==> config.mk <==
export PLATFORM = sky130hd
export DESIGN_NAME = seg7_hex_scan
export DESIGN_NICKNAME = d
export VERILOG_FILES = /design/src/rtl/seg7_hex_scan.sv
export SDC_FILE = /design/constraint.sdc
export NUM_CORES = 1
export LEC_CHECK = 0
export CORE_MARGIN = 5
export CORE_UTILIZATION = 62
export CTS_CLUSTER_SIZE = 14
export DETAILED_ROUTE_END_ITERATION = 10
export DONT_BUFFER_PORTS = 1
export PLACE_DENSITY = 0.82
export SYNTH_ARGS = -nofsm -noshare
export SYNTH_HDL_FRONTEND = slang
export SYNTH_SLANG_ARGS = --single-unit
export TNS_END_PERCENT = 50
==> constraint.sdc <==
create_clock -name clk -period 2.4 [get_ports clk]
set_clock_uncertainty 0.05 [all_clocks]
set_input_delay 0.36 -clock clk [delete_from_list [all_inputs] [get_ports clk]]
set_output_delay 0.36 -clock clk [all_outputs]
set_load 0.05 [all_outputs]
==> src/rtl/seg7_hex_scan.sv <==
// ============================================================================
// Module      : seg7_hex_scan
// Description : Four-digit hex scanner for a common-anode, multiplexed
//               seven-segment display with frame latch and zero blanking.
// Revision    : 1.0 - initial release
// ============================================================================
`default_nettype none

module seg7_hex_scan #(
    parameter int REFRESH_DIV = 100000
) (
    input  logic        clk,
    input  logic        rstN,
    input  logic [15:0] value,
    input  logic [3:0]  dp_in,
    input  logic        blank_lz,
    input  logic        en,
    output logic [3:0]  an,
    output logic [6:0]  seg,
    output logic        dp,
    output logic        frame_tick
);

    localparam int             DIV_W    = $clog2(REFRESH_DIV);
    localparam logic [DIV_W-1:0] DIV_LAST = DIV_W'(REFRESH_DIV - 1);
    localparam logic [6:0]     SEG_OFF  = 7'b1111111;

    logic [DIV_W-1:0] div_q, div_d;
    logic [1:0]       idx_q, idx_d;
    logic [15:0]      value_q, value_d;
    logic [3:0]       dp_q, dp_d;
    logic [3:0]       an_q, an_d;
    logic [6:0]       seg_q, seg_d;
    logic             dp_pin_q, dp_pin_d;
    logic             tick_q, tick_d;

    logic             w_slot_end;
    logic             w_frame_end;
    logic [3:0]       w_nibble;
    logic [3:0]       w_nib_zero;
    logic [3:0]       w_lz_mask;
    logic [6:0]       w_glyph;

    assign w_slot_end  = (div_q == DIV_LAST);
    assign w_frame_end = w_slot_end && (idx_q == 2'd3);
    assign w_nibble    = value_q[{idx_q, 2'b00} +: 4];

    assign w_nib_zero[0] = (value_q[3:0]   == 4'h0);
    assign w_nib_zero[1] = (value_q[7:4]   == 4'h0);
    assign w_nib_zero[2] = (value_q[11:8]  == 4'h0);
    assign w_nib_zero[3] = (value_q[15:12] == 4'h0);

    // A digit is a leading zero only if it and every digit above it are zero;
    // digit 0 always shows so an all-zero word reads "0".
    assign w_lz_mask[3] = w_nib_zero[3];
    assign w_lz_mask[2] = w_nib_zero[3] & w_nib_zero[2];
    assign w_lz_mask[1] = w_nib_zero[3] & w_nib_zero[2] & w_nib_zero[1];
    assign w_lz_mask[0] = 1'b0;

    always_comb begin
        w_glyph = SEG_OFF;
        case (w_nibble)
            4'h0: w_glyph = 7'b1000000;
            4'h1: w_glyph = 7'b1111001;
            4'h2: w_glyph = 7'b0100100;
            4'h3: w_glyph = 7'b0110000;
            4'h4: w_glyph = 7'b0011001;
            4'h5: w_glyph = 7'b0010010;
            4'h6: w_glyph = 7'b0000010;
            4'h7: w_glyph = 7'b1111000;
            4'h8: w_glyph = 7'b0000000;
            4'h9: w_glyph = 7'b0010000;
            4'hA: w_glyph = 7'b0001000;
            4'hB: w_glyph = 7'b0000011;
            4'hC: w_glyph = 7'b1000110;
            4'hD: w_glyph = 7'b0100001;
            4'hE: w_glyph = 7'b0000110;
            4'hF: w_glyph = 7'b0001110;
            default: w_glyph = SEG_OFF;
        endcase
    end

    always_comb begin
        div_d   = w_slot_end ? '0 : div_q + 1'b1;
        idx_d   = w_slot_end ? idx_q + 2'd1 : idx_q;
        value_d = w_frame_end ? value : value_q;
        dp_d    = w_frame_end ? dp_in : dp_q;
        tick_d  = w_frame_end;

        // Outputs track the digit selected this cycle; en only gates the anodes.
        an_d     = en ? ~(4'b0001 << idx_q) : 4'b1111;
        seg_d    = (blank_lz && w_lz_mask[idx_q]) ? SEG_OFF : w_glyph;
        dp_pin_d = ~dp_q[idx_q];
    end

    always_ff @(posedge clk) begin
        if (!rstN) begin
            div_q    <= '0;
            idx_q    <= 2'd0;
            value_q  <= 16'h0000;
            dp_q     <= 4'h0;
            an_q     <= 4'b1111;
            seg_q    <= SEG_OFF;
            dp_pin_q <= 1'b1;
            tick_q   <= 1'b0;
        end else begin
            div_q    <= div_d;
            idx_q    <= idx_d;
            value_q  <= value_d;
            dp_q     <= dp_d;
            an_q     <= an_d;
            seg_q    <= seg_d;
            dp_pin_q <= dp_pin_d;
            tick_q   <= tick_d;
        end
    end

    assign an         = an_q;
    assign seg        = seg_q;
    assign dp         = dp_pin_q;
    assign frame_tick = tick_q;

endmodule

`default_nettype wire
# Word-level counts from Yosys, hierarchy flattened

Memory sizes are Yosys's and may differ from the RTL's. A register that Yosys moved wholly into a read port is not among the register bits.
Cells that the tools add are included.

Add/sub/neg operators: 2
$lt $le $gt $ge: 1
Eq/ne operators: 2
Shifts and indexed selects: 2
Mux-type cells: 4
Bitwise logic cells: 5
Reduce and logical (&&, ||, !) cells: 8

Operator list:

| kind                  | number |
|---|---|
| $add 17x1->17 const B | 1 |
| $eq 17x17->1 const B  | 1 |
| $shiftx 16x5->4       | 1 |
| $logic_not 4->1       | 3 |
| $bmux 1 s2            | 2 |
| $not 4->4             | 1 |
| $reduce_or 2->1       | 2 |
| $shl 1x2->4 const A   | 1 |
| $lt 2x3->1 const B    | 1 |
| $add 2x1->2 const B   | 1 |
| $and 1x1->1           | 2 |
| $eq 2x2->1 const B    | 1 |
| $logic_and 1x1->1     | 2 |
| $mux 1                | 2 |
| $not 1->1             | 2 |
| $reduce_and 2->1      | 1 |

Register bits after elaboration: 45
ROM bits: 112
Input port bits: 24
Output and inout bits: 13
Word-level logic and storage cells: 32
Memories kept: 1

Memory list:

| name            | words | width | read ports | clocked after Yosys merged registers in | write ports | line | text |
|---|---|---|---|---|---|---|---|
| (no name shown) | 16    | 7     | 1          | 1                                       | 0           | 62   | `case (w_nibble)` |

# Depth between registers and ports, before layout

Word-level depth: 7
Mapped depth: 9

# Least setup slack after synthesis

Ideal clock, no wire load.

Kind: flip-flop to flip-flop
Start point: register idx_q[0]
End point: register seg_q[0] (netlist: seg[0])
Setup time: 0.145 ns
Data arrival time: 1.986 ns
Data required time: 2.205 ns
Setup slack: 0.219 ns
Cell stages (with the launch flop): 9
Cells stage by stage: dfxtp_1 -> buf_2 -> mux4_2 -> ha_1 -> nor2b_1 -> a211oi_1 -> a211oi_1 -> o21ai_0 -> nand3_1

Cells in the longest elaborated chain, start to end: 4

RTL lines:

| what                             | line | text |
|---|---|---|
| start, declared                  | 29   | `logic [1:0] idx_q, idx_d;` |
| start signal, assigned           | 108  | `idx_q <= idx_d;` |
| $bmux 1 s2                       | 92   | `seg_d = (blank_lz && w_lz_mask[idx_q]) ? SEG_OFF : w_glyph;` |
| $mux 1 (implied by the code)     | 92   |  |
| $logic_and 1x1->1                | 92   |  |
| $reduce_or 2->1 (no source line) | --   |  |
| end, declared                    | 33   | `logic [6:0] seg_q, seg_d;` |

Parallel ways exist; a longest one is shown, timed or not. The select of a mux whose other input is x is not followed.
A chain may end at the register's enable or synchronous reset.

# Worst setup path after layout

Same ends and word-level chain as after synthesis.

==> impl_metrics.yaml <==
drt:
  met3_length_um: 364
  wl_met1_um: 2030
  vias: 1760
  drtIter0Drc: 130
  firstDrtPassIters: 4
  drc_errors: 0
  met2_length_um: 2190
  wl_per_cell_um: 15.4
  top_layer: "met4"
  routed_wirelength_um: 4720
  final_antenna_net_count: 0
  viasPerCell: 5.75
worst_setup_path:
  cp_common_cell: "a211oi_1"
  critPathTopFamily: "multiplexers"
  critPathKind: "reg2reg"
  startpoint: "idx_q[0]"
  crit_path_end_kind: "flop"
  reg2reg_from: "idx_q[0]"
  critPathMaxStageDelay_ns: 0.58
  cp_slowest_cell: "mux4_2"
  path_cells: "mux4_2 > ha_1 > nor2b_1 > a211oi_1 > a211oi_1 > o21ai_0 > nand3_1"
  path_buf_inv: 0
  critPathMaxFanout: 5
  cp.arrival_ns: 2.23
  start_kind: "flop"
  required_ns: 2.49
synthesis:
  synthFlopType: "dfxtp_1"
  avgSynthCellArea_um2: 9.82
  synthTopCellsByArea: "dfxtp_1 (42%), mux2i_1 (11%), nor2_1 (6.9%), ha_1 (5.6%), mux4_2 (4.6%)"
  yosys.area.top_type: "dfxtp_1"
  synthAdderAreaFrac_pct: 5.60
  synth_nets: 285
  netlist_area_um2: 2460
  async_reset_ff_share_pct: 0
  yosys.cell_types.count: 45
  synthSimpleGateAreaFrac_pct: 19.9
  synth_top_family_by_area: "simple AND/OR/NAND/NOR gates"
  ys.warnings.count: 0
  synth_top_area_share_pct: 42.4
  yosysSeqAreaShare_pct: 42.4
  synthXorXnorAreaFrac_pct: 5.71
  syn-instance-count: 250
  ys_ff_latch: 52
  synth_edf_count: 0
  synthMuxAreaShare_pct: 15.6
  synth_compound_area_share_pct: 6.57
sta:
  fmax_mhz: 466
  whs_ns: 0.0482
  grt_setup_unrepaired: "no"
  finalMaxSlewViolations: 0
  relSlewSlack_pct: 57.6
  finalCriticalPeriod_ns: 2.14
  setup_viol: 0
  finalSetupTns_ns: 0
  finalHoldViolCount: 0
  fin_crit_sh_pct: 89.3
  tightest_slew_ns: 0.633
finish:
  mostFrequentLayoutCells: "dfxtp_1 (51), nor2_1 (45), mux2i_1 (26)"
  final_common_cell: "dfxtp_1"
  area_growth_pct: 7.03
  final-instance-count-excl-fill: 306
  nets: 292
  drive_gt1_share_pct: 12.0
  diodes: 0
power:
  ir_drop_v: 0.000370
  leakage_nw: 0.921
  pwr_density_cell_nw_per_um2: 550
die:
  initial_utilization_pct: 65.6
  core_area_um2: 3740
  die_h_um: 72.9
  die_w_um: 72.9
  rows: 22
  ios: 37
  die-area_um2: 5320
grt:
  grt-ovfl-total: 0
  grt.total_usage_pct: 19.5
  grt_pass1_vias: 1720
  grt_max_degree: 26
  antenna_found_initial: 0
  grt_first_pass_wirelength_um: 8050
placement:
  gp_congestion: 0.851
  port_buffers: 0
  hpwl_um: 3480
  post-place-cells: 295
min_path:
  hold_path.class: "in2reg"
  holdCritStartpoint: "rstN"
run_status:
  status: "finished clean"
clocking:
  clk_pin_slew_worst_paths_ns: 0.10
  cts.path.max_buffers: 2
  cts_htree_levels: 2
  cts.sink_count: 52
  cts_tree: "built"
  cts-root-buf: "clkbuf_8"
  numCtsBuffers: 5
  clk_latency_ns: 0.31
job:
  drv_cap: 0
-- sequential cells by signal, summed over array words and instances, names as in the netlist --
| name | flops |
|---|---|
| frame_tick | 1 |
| div_q | 17 |
| idx_q | 2 |
| value_q | 16 |
| dp_q | 4 |
| seg | 7 |
| dp | 1 |
| an | 4 |
-- final timing paths --
kind,end,slack (ns),depth (start not counted)
hold / removal,dp,0.05,1
hold reg to reg,div_q[0],0.44,1
setup / recovery,seg[0],0.26,7
setup reg to reg,seg[0],0.26,7
-- metrics by stage --
| step | setup slack (ns) | power [mW] | utilization (%) | instance area [um^2] |
|---|---|---|---|---|
| final | 0.256 | 1.45 | 70.2 | 2630 |
| after global routing | 0.0330 | 1.51 | 70.2 | 2630 |
| after CTS | 0.225 | 1.47 | 69.6 | 2610 |
| after detailed placement | 0.242 | 0.955 | 67.0 | 2510 |
| after global placement | 0.370 | 0.954 | 67.0 | 2510 |
| after floorplan | 0.219 | 0.945 | - | 2460 |
-- cell usage after synthesis (2+ instances only) --
cell	n
dfxtp_1	52
nor2_1	45
mux2i_1	26
nand3_1	15
ha_1	11
inv_1	10
nand2_1	10
xor2_1	10
xnor2_1	6
buf_2	5
mux4_2	5
nor4_1	5
a21oi_1	3
clkbuf_1	3
nand2b_1	3
o211ai_1	3
o21ai_0	3
a211oi_1	2
a31oi_1	2
and3_1	2
buf_6	2
nand4_1	2
nor3_1	2
o22ai_1	2
-- logic make-up after synthesis --
group,Yosys count
simple gates,94
flops,52
mux,32
compound gates,23
buf+inv,22
xor+xnor,16
fa+ha+maj,11
-- final cells by class --
cell class,count,area [um^2]
fillers,294,1110
well taps,48,60.1
inverters,12,45.0
clock buffers,5,68.8
clock inverters,3,26.3
repair buffers,10,75.1
flip-flops and latches,52,1040
multi-input cells,176,1310
-- where the power goes --
group	total, mW	internal [mW]	switching (mW)	leakage [nW]
sequential	0.903	0.873	0.0298	0.423
combinational	0.0316	0.0107	0.0209	0.456
clock	0.512	0.212	0.300	0.0423
-- repair_timing --
action                     in CTS  in global routing
setup buffers                   0                  3
hold buffers                    0                  0
setup endpoints to repair       0                  1
gates resized for setup         0                  1
-- routing by layer --
| metal | track usage (%) | vias up |
|---|---|---|
| met2 | 30.7 | 51 |
| met1 | 24.1 | 819 |
| met4 | 8.20 | 0 |
| met3 | 7.02 | 10 |
| met5 | 0 | - |
| li1 | - | 880 |
(Power assumes the default switching activity.)
